`src/rtl/can_rx_frame_reader.sv`:
```
// can_rx_frame_reader: drains an SJA1000-style receive buffer on interrupt
// and streams each frame (info, ID, data bytes) over a valid/ready port.
module can_rx_frame_reader #(
    parameter int RD_LAT = 1,
    parameter int ADDR_W = 8
) (
    input  logic              clk_i,
    input  logic              res_n,
    input  logic              irq_ni,
    output logic              reg_re_o,
    output logic [ADDR_W-1:0] reg_addr_read_o,
    input  logic [7:0]        reg_data_i,
    output logic              reg_we_o,
    output logic [ADDR_W-1:0] reg_addr_write_o,
    output logic [7:0]        reg_data_o,
    output logic              frm_valid_o,
    input  logic              frm_ready_i,
    output logic [7:0]        frm_data_o,
    output logic              frm_first_o,
    output logic              frm_last_o,
    output logic              busy_o,
    output logic [15:0]       frame_cnt_o
);

    localparam logic [2:0] S_IDLE    = 3'd0;
    localparam logic [2:0] S_RD_IR   = 3'd1;
    localparam logic [2:0] S_RD_INFO = 3'd2;
    localparam logic [2:0] S_EMIT    = 3'd3;
    localparam logic [2:0] S_RD_BYTE = 3'd4;
    localparam logic [2:0] S_WR_RRB  = 3'd5;
    localparam logic [2:0] S_RD_SR   = 3'd6;

    localparam logic [1:0]        LAT     = 2'(RD_LAT);
    localparam logic [ADDR_W-1:0] A_CMR   = ADDR_W'(1);
    localparam logic [ADDR_W-1:0] A_SR    = ADDR_W'(2);
    localparam logic [ADDR_W-1:0] A_IR    = ADDR_W'(3);
    localparam logic [ADDR_W-1:0] A_INFO  = ADDR_W'(16);

    logic [2:0]        r_state;
    logic [1:0]        r_wait;
    logic              r_re;
    logic [ADDR_W-1:0] r_raddr;
    logic              r_we;
    logic [ADDR_W-1:0] r_waddr;
    logic [7:0]        r_wdata;
    logic [ADDR_W-1:0] r_ptr;
    logic [ADDR_W-1:0] r_last;
    logic [7:0]        r_byte;
    logic [15:0]       r_cnt;

    logic              w_ff;
    logic              w_rtr;
    logic [3:0]        w_dlc;
    logic [3:0]        w_ndata;
    logic [3:0]        w_nbytes;
    logic [ADDR_W-1:0] w_last_ptr;
    logic              w_rd_done;
    logic              w_emit;

    // Frame length from the info byte currently on the read bus
    always_comb begin
        w_ff       = reg_data_i[7];
        w_rtr      = reg_data_i[6];
        w_dlc      = reg_data_i[3:0];
        w_ndata    = w_rtr ? 4'd0 : ((w_dlc > 4'd8) ? 4'd8 : w_dlc);
        w_nbytes   = 4'd1 + (w_ff ? 4'd4 : 4'd2) + w_ndata;
        w_last_ptr = A_INFO + {{(ADDR_W-4){1'b0}}, w_nbytes} - ADDR_W'(1);
        w_rd_done  = (r_wait == 2'd0);
        w_emit     = (r_state == S_EMIT);
    end

    // Main sequencer: register accesses, stream emission, buffer release
    always_ff @(posedge clk_i or negedge res_n) begin
        if (!res_n) begin
            r_state <= S_IDLE;
            r_wait  <= 2'd0;
            r_re    <= 1'b0;
            r_raddr <= '0;
            r_we    <= 1'b0;
            r_waddr <= '0;
            r_wdata <= 8'd0;
            r_ptr   <= '0;
            r_last  <= '0;
            r_byte  <= 8'd0;
            r_cnt   <= 16'd0;
        end else begin
            r_re <= 1'b0;
            r_we <= 1'b0;
            case (r_state)
                S_IDLE: begin
                    if (!irq_ni) begin
                        r_state <= S_RD_IR;
                        r_re    <= 1'b1;
                        r_raddr <= A_IR;
                        r_wait  <= LAT;
                    end
                end
                S_RD_IR: begin
                    if (!w_rd_done) begin
                        r_wait <= r_wait - 2'd1;
                    end else if (reg_data_i[0]) begin
                        r_state <= S_RD_INFO;
                        r_re    <= 1'b1;
                        r_raddr <= A_INFO;
                        r_wait  <= LAT;
                    end else begin
                        r_state <= S_IDLE;
                    end
                end
                S_RD_INFO: begin
                    if (!w_rd_done) begin
                        r_wait <= r_wait - 2'd1;
                    end else begin
                        r_byte  <= reg_data_i;
                        r_last  <= w_last_ptr;
                        r_ptr   <= A_INFO;
                        r_state <= S_EMIT;
                    end
                end
                S_EMIT: begin
                    if (frm_ready_i) begin
                        if (r_ptr == r_last) begin
                            r_state <= S_WR_RRB;
                            r_we    <= 1'b1;
                            r_waddr <= A_CMR;
                            r_wdata <= 8'h04;
                        end else begin
                            r_state <= S_RD_BYTE;
                            r_ptr   <= r_ptr + ADDR_W'(1);
                            r_re    <= 1'b1;
                            r_raddr <= r_ptr + ADDR_W'(1);
                            r_wait  <= LAT;
                        end
                    end
                end
                S_RD_BYTE: begin
                    if (!w_rd_done) begin
                        r_wait <= r_wait - 2'd1;
                    end else begin
                        r_byte  <= reg_data_i;
                        r_state <= S_EMIT;
                    end
                end
                S_WR_RRB: begin
                    r_cnt   <= r_cnt + 16'd1;
                    r_state <= S_RD_SR;
                    r_re    <= 1'b1;
                    r_raddr <= A_SR;
                    r_wait  <= LAT;
                end
                S_RD_SR: begin
                    if (!w_rd_done) begin
                        r_wait <= r_wait - 2'd1;
                    end else if (reg_data_i[0]) begin
                        r_state <= S_RD_INFO;
                        r_re    <= 1'b1;
                        r_raddr <= A_INFO;
                        r_wait  <= LAT;
                    end else begin
                        r_state <= S_IDLE;
                    end
                end
                default: r_state <= S_IDLE;
            endcase
        end
    end

    assign reg_re_o         = r_re;
    assign reg_addr_read_o  = r_raddr;
    assign reg_we_o         = r_we;
    assign reg_addr_write_o = r_waddr;
    assign reg_data_o       = r_wdata;
    assign frm_valid_o      = w_emit;
    assign frm_data_o       = r_byte;
    assign frm_first_o      = w_emit && (r_ptr == A_INFO);
    assign frm_last_o       = w_emit && (r_ptr == r_last);
    assign busy_o           = (r_state != S_IDLE);
    assign frame_cnt_o      = r_cnt;

endmodule

```
`config.mk`:
```
export PLATFORM = sky130hd
export DESIGN_NAME = can_rx_frame_reader
export DESIGN_NICKNAME = d
export VERILOG_FILES = /design/src/rtl/can_rx_frame_reader.sv
export SDC_FILE = /design/constraint.sdc
export NUM_CORES = 1
export LEC_CHECK = 0
export CAP_MARGIN = 25
export CORE_UTILIZATION = 46
export CTS_CLUSTER_DIAMETER = 120
export DETAILED_ROUTE_END_ITERATION = 7
export GPL_TIMING_DRIVEN = 0
export PLACE_DENSITY = 0.77
export SLEW_MARGIN = 20
export SYNTH_ARGS = -nofsm -noshare
export SYNTH_HDL_FRONTEND = slang
export SYNTH_SLANG_ARGS = --single-unit
```
`constraint.sdc`:
```
create_clock -name clk_i -period 1.9 [get_ports clk_i]
set_input_delay 0.38 -clock clk_i [delete_from_list [all_inputs] [get_ports clk_i]]
set_output_delay 0.38 -clock clk_i [all_outputs]
set_load 0.05 [all_outputs]
```
==> results of run 1 <==
sequential cells by signal, indices dropped and copies added, names as in the netlist:
register,count
r_last,5
frm_data_o,8
r_wait,2
frame_cnt_o,16
reg_we_o,1
reg_addr_read_o,8
r_ptr,8
r_state,3
reg_re_o,1
reg_addr_write_o,1
cells in the final DEF, fill, tap and decap left out, drive strengths merged, types with 2 or more instances in the layout:
cell type,count
o31ai,3
nor4,2
nor3,4
nand2,30
xor2,14
and3,6
o21ai,22
dlygate4sd2,20
ha,8
o211ai,2
a21o,4
xnor2,16
mux2,10
mux2i,2
or2,2
dfrtp,53
nor2,16
nand2b,4
nand3,13
inv,20
clkdlybuf4s50,16
o22ai,2
and2,4
a2bb2oi,2
buf,39
a31o,2
clkbuf,6
a21oi,8
dlymetal6s2s,10
nand4,6
conb,14
power by group:
group | internal, mW | leakage (nW) | switching (mW)
registers | 1.45 | 0.671 | 0.227
clock network | 0.267 | 0.0447 | 0.397
logic | 1.26 | 1.33 | 2.06
per-stage QoR:
step	cells	setup slack, ns	hold slack (ns)	total power, mW
floorplan	313	-0.0216	0.0844	3.99
global placement	441	-1.31	0.458	4.75
detailed placement	441	-0.544	0.464	4.81
CTS	454	-0.0893	0.117	5.53
global route	457	-0.185	0.140	5.99
finish	457	-0.140	0.0950	5.66
cells by family (layout without fill, tap and decap cells):
family,count (synthesis),count (layout)
fa+ha+maj,9,9
other cells,1,14
compound gates,56,56
simple gates,93,93
xor+xnor,30,30
flops,53,53
mux,12,12
buf+inv,46,113
critical path: stages (launching register included):
cell and delay, ns:
dfrtp_1 0.43, nor3_2 0.23, nand4_1 0.22, nor3_4 0.28, buf_6 0.19
path summary, 6_finish.rpt:
| path | startpoint | end | slack [ns] | cells after the start |
|---|---|---|---|---|
| setup / recovery | r_ptr[5] | frm_last_o | -0.14 | 4 |
| hold / removal | res_n | frame_cnt_o[7] | 0.09 | 1 |
| setup reg to reg | r_ptr[5] | r_ptr[1] | -0.03 | 8 |
| hold reg to reg | frame_cnt_o[15] | frame_cnt_o[15] | 0.47 | 1 |
| max in group asynchronous | res_n | r_ptr[0] | 1.33 | 1 |
| min in group clk_i | frame_cnt_o[15] | frame_cnt_o[15] | 0.47 | 1 |
routing by layer:
metal / up-vias / share of wire, %
met2: 81 / 49
met5: - / 0
met4: 0 / 1.4
li1: 1149 / -
met3: 11 / 5.4
met1: 1171 / 44
cell type report:
cell class | instances | share of cell area (%)
clock inverter | 3 | 0.629
inverter | 19 | 1.86
sequential | 53 | 33.5
multi-input combinational | 214 | 40.5
clock buffer | 5 | 1.73
buffer | 27 | 5.19
timing repair buffer | 59 | 14.2
tap | 77 | 2.42
timing repair:
item,4_1_cts,5_1_grt
setup buffers,5,3
pin swaps,4,5
endpoints found under the setup margin,27,35
gates resized for setup,55,29
hold buffers,0,0
==> impl_metrics.tcl, run 1 <==
set metrics [dict create \
    place_congestion 0.855 \
    synthesis.instances 300 \
    ys_async_sr_fraction_pct 100 \
    status "complete, but fails checks" \
    synthAdderAreaFrac_pct 3.99 \
    use_met2_pct 32.0 \
    fillers 540 \
    die_area_mm2 0.00688 \
    clk_transition_reported_paths_ns 0.11 \
    stdcell_area_mm2 0.00398 \
    grt_overflow 0 \
    clock-sinks 53 \
    die_h_um 82.9 \
    synth_common_cells "dfrtp_1, nand2_1, buf_4" \
    final_util_pct 62.6 \
    worstMarginPinSlew_ns 0.664 \
    p_per_area_mw_per_mm2 1420 \
    synthSimpleGateAreaFrac_pct 16.9 \
    violations "setup timing" \
    drt-pass1-iter-count 4 \
    drt-initial-drc-count 109 \
    synthXorXnorAreaFrac_pct 8.72 \
    synth_compound_area_share_pct 13.2 \
    drv_cap 0 \
    yosysTopAreaCell "dfrtp_1" \
    cts_tree "done" \
    slew_headroom_pct 55.7 \
    cts_root_buf "clkbuf_8" \
    fin_worst_skew_ns 0.00948 \
    worstHoldPathType "input port to async pin" \
    use_met3_pct 4.17 \
    regArea_mm2 0.00133 \
    irDropWorstVdd_mv 0.913 \
    placed_area_mm2 0.00371 \
    hold_viol_final 0 \
    drc_errors 0 \
    setup_ws_ns -0.140 \
    grt-busiest-layer "met2" \
    grt_max_degree 54 \
    clock_insertion_delay_worst_skew_ns 0.31 \
    syn_avg_cell_area_um2 10.0 \
    period_share_pct 107 \
    p_leak_nw 2.05 \
    synthesis.area_mm2 0.00301 \
    synth_top_area_share_pct 44.0 \
    coreArea_mm2 0.00635 \
    multiInputGateArea_mm2 0.00161 \
    cts_buffer_depth 2 \
    synthFlopType "dfrtp_1" \
    synth_mux_area_share_pct 4.40 \
    die-width_um 82.9 \
    antenna_found_initial 0 \
    yosys_warnings 0 \
    insertedDiodeCount 0 \
    use_met1_pct 23.7 \
    fmax_mhz 490 \
    synth_top_family_by_area "simple AND/OR/NAND/NOR gates" \
    post-synth-top-count-cell "dfrtp_1" \
    worstSetupPathType "register to output port" \
    synthTopCellsByArea "dfrtp_1, buf_4, xnor2_1" \
    post-dp-hpwl_um 4430 \
    start_util_pct 47.5 \
    setup_violations 5 \
    synth_edf_count 0 \
    rsz0062_at_grt "true" \
    num_vias 2412 \
    ys_ff_latch 53 \
    wl_per_cell_um 13.8 \
    cp-start-kind "register" \
    avgViaCountPerCell 5.28 \
    htree_levels 2 \
    worst-endpoint-arrival_ns 1.66 \
    synth.distinct_cells 59 \
    critPathCaptureType "output port" \
    layout.nets 400 \
    io_pins 66 \
    drive_gt1_share_pct 25.0 \
    numCtsBuffers 5 \
    ys_seq_area_share_pct 44.0 \
    wl_um 6330 \
    place.port_buffers 51 \
    ant_nets 0 \
    grt_usage_pct 18.8 \
    grt_pass1_wl_um 10700 \
    setup_tns_ns -0.205 \
    cp_max_fo 4 \
    drv_slew 0 \
    grt_pass1_vias 2323 \
    syn_to_final_growth_pct 31.9 \
    required_ns 1.52 \
    row_count 29 \
    finalCriticalPeriod_ns 2.04 \
]
Power figures use the tool's default switching activity.
==> run 2: changes to the inputs <==
--- a/config.mk
+++ b/config.mk
@@ -7,9 +7,10 @@
 export LEC_CHECK = 0
 export CAP_MARGIN = 25
 export CORE_UTILIZATION = 46
-export CTS_CLUSTER_DIAMETER = 120
+export CTS_CLUSTER_DIAMETER = 60
 export DETAILED_ROUTE_END_ITERATION = 7
 export GPL_TIMING_DRIVEN = 0
+export MAX_ROUTING_LAYER = met4
 export PLACE_DENSITY = 0.77
 export SLEW_MARGIN = 20
 export SYNTH_ARGS = -nofsm -noshare
==> run 2 against run 1 <==
Effect of this change:
- the run still ends with setup timing left
- first-iteration DRC count down 18%
- worst setup slack worse by 0.016 ns
- critical path depth unchanged
- power down 0.12%
- sequential power about the same
- via count down 1.2%
- non-clock buffer count unchanged
- maximum frequency down 0.78%
- critical path type unchanged
==> impl_metrics.tcl, run 2 (synthesized netlist as in run 1, its figures left out) <==
set metrics [dict create \
    violations "setup timing" \
    htree_levels 2 \
    drive_gt1_share_pct 25.0 \
    cts_buffer_depth 2 \
    ant_nets 0 \
    start_util_pct 47.5 \
    rsz0062_at_grt "true" \
    setup_violations 6 \
    grt_overflow 0 \
    finalCriticalPeriod_ns 2.06 \
    met2_length_um 3080 \
    drc_errors 0 \
    place_ws_ns -0.544 \
    cp-start-kind "register" \
    grt_pass1_wl_um 10700 \
    drt-met1-wl_um 2810 \
    insertedDiodeCount 0 \
    wl_per_cell_um 13.7 \
    reg2reg_slack_ns -0.04 \
    worstSetupPathType "register to output port" \
    drt-pass1-iter-count 4 \
    clk_transition_reported_paths_ns 0.10 \
    wl_met3_um 303 \
    cts_tree "done" \
    die-width_um 82.9 \
    worstMarginPinSlew_ns 0.659 \
    drt-initial-drc-count 89 \
    die_h_um 82.9 \
    irDropWorstVdd_mv 0.913 \
    row_count 29 \
    slew_headroom_pct 56.1 \
    wl_um 6280 \
    place.port_buffers 51 \
    required_ns 1.52 \
    drv_slew 0 \
    period_share_pct 108 \
    grt_pass1_vias 2325 \
    io_pins 66 \
    setup.worst_path.start "r_ptr[5]" \
    layout_commonest_cell "dfrtp_1" \
    cts_root_buf "clkbuf_8" \
    fmax_mhz 486 \
    fin_worst_skew_ns 0.00845 \
    final_util_pct 62.6 \
    status "complete, but fails checks" \
    hold_viol_final 0 \
    worst-endpoint-arrival_ns 1.68 \
    layout.nets 400 \
    die_area_mm2 0.00688 \
    post-dp-hpwl_um 4430 \
    avgViaCountPerCell 5.22 \
    critPathCaptureType "output port" \
    r2r-start "r_ptr[5]" \
    worstHoldPathType "input port to async pin" \
    grt_max_degree 54 \
    coreArea_mm2 0.00635 \
    place_congestion 0.869 \
    largest_register_ffs 16 \
    grt_usage_pct 19.3 \
    numCtsBuffers 5 \
    antenna_found_initial 0 \
    p_per_area_mw_per_mm2 1420 \
    cp_max_fo 4 \
    p_leak_nw 2.05 \
    top_layer "met4" \
    syn_to_final_growth_pct 31.9 \
    clock_insertion_delay_worst_skew_ns 0.31 \
    clock-sinks 53 \
    drv_cap 0 \
    rr_worst_depth 8 \
    layout_common_cells "dfrtp_1, buf_4, nand2_1" \
    num_vias 2384 \
    setup_ws_ns -0.156 \
]
run 2: cell counts in the layout (fill, tap and decap cells not counted):
Identical to the previous run, type by type.
run 2: cell type report:
| cell class | count | area [µm²] |
|---|---|---|
| Multi-Input combinational cell | 214 | 1610 |
| Clock inverter | 3 | 25.0 |
| Tap cell | 77 | 96.3 |
| Fill cell | 540 | 2370 |
| Inverter | 19 | 73.8 |
| Buffer | 27 | 206 |
| Clock buffer | 5 | 68.8 |
| Sequential cell | 53 | 1330 |
| Timing Repair Buffer | 59 | 563 |
run 2: worst paths after layout:
kind | to
max | frm_last_o
min | frame_cnt_o[7]
max reg2reg | r_ptr[1]
min reg2reg | frame_cnt_o[15]
max in group asynchronous | r_ptr[0]
min in group clk_i | frame_cnt_o[15]
run 2: power by group:
group / internal (mW) / leakage (nW) / switching, mW / total [mW]
registers: 1.45 / 0.671 / 0.227 / 1.68
clock network: 0.267 / 0.0447 / 0.396 / 0.663
logic: 1.26 / 1.33 / 2.05 / 3.31
total: 2.97 / 2.05 / 2.68 / 5.65
run 2: through the flow:
| stage | hold WS, ns | total power, mW | instance area, µm² | cells | TNS (ns) |
|---|---|---|---|---|---|
| floorplan | 0.0844 | 3.99 | 3100 | 313 | -0.0457 |
| CTS | 0.117 | 5.53 | 3860 | 454 | -0.177 |
| detailed placement | 0.464 | 4.81 | 3710 | 441 | -4.85 |
| global placement | 0.458 | 4.75 | 3710 | 441 | -63.66 |
| finish | 0.0847 | 5.65 | 3980 | 457 | -0.259 |
| global route | 0.144 | 5.99 | 3980 | 457 | -0.846 |
run 2: routing by layer:
| layer | global-route usage, % | up-vias |
|---|---|---|
| li1 | - | 1151 |
| met3 | 4.08 | 10 |
| met5 | - | - |
| met4 | 5.64 | 0 |
| met2 | 32.0 | 73 |
| met1 | 23.9 | 1150 |
run 2: worst max-delay path: stages, from the launching register on:
cell and delay [ns]:
dfrtp_1 0.43, nor3_2 0.24, nand4_1 0.22, nor3_4 0.28
buf_6 0.19
run 2: repair_timing:
action,4_1_cts,5_1_grt
gates resized for setup,55,29
pin swaps,4,5
cloned,0,0
setup buffers,5,3
hold buffers,0,0
endpoints found under the setup margin,27,35
==> run 3: changes to the inputs <==
--- a/config.mk
+++ b/config.mk
@@ -5,6 +5,7 @@
 export SDC_FILE = /design/constraint.sdc
 export NUM_CORES = 1
 export LEC_CHECK = 0
+export ABC_CLOCK_PERIOD_IN_PS = 1900
 export CAP_MARGIN = 25
 export CORE_UTILIZATION = 46
 export CTS_CLUSTER_DIAMETER = 60
==> results of run 3 <==
The final DEF is identical to that of run 2; final timing and power are the same.
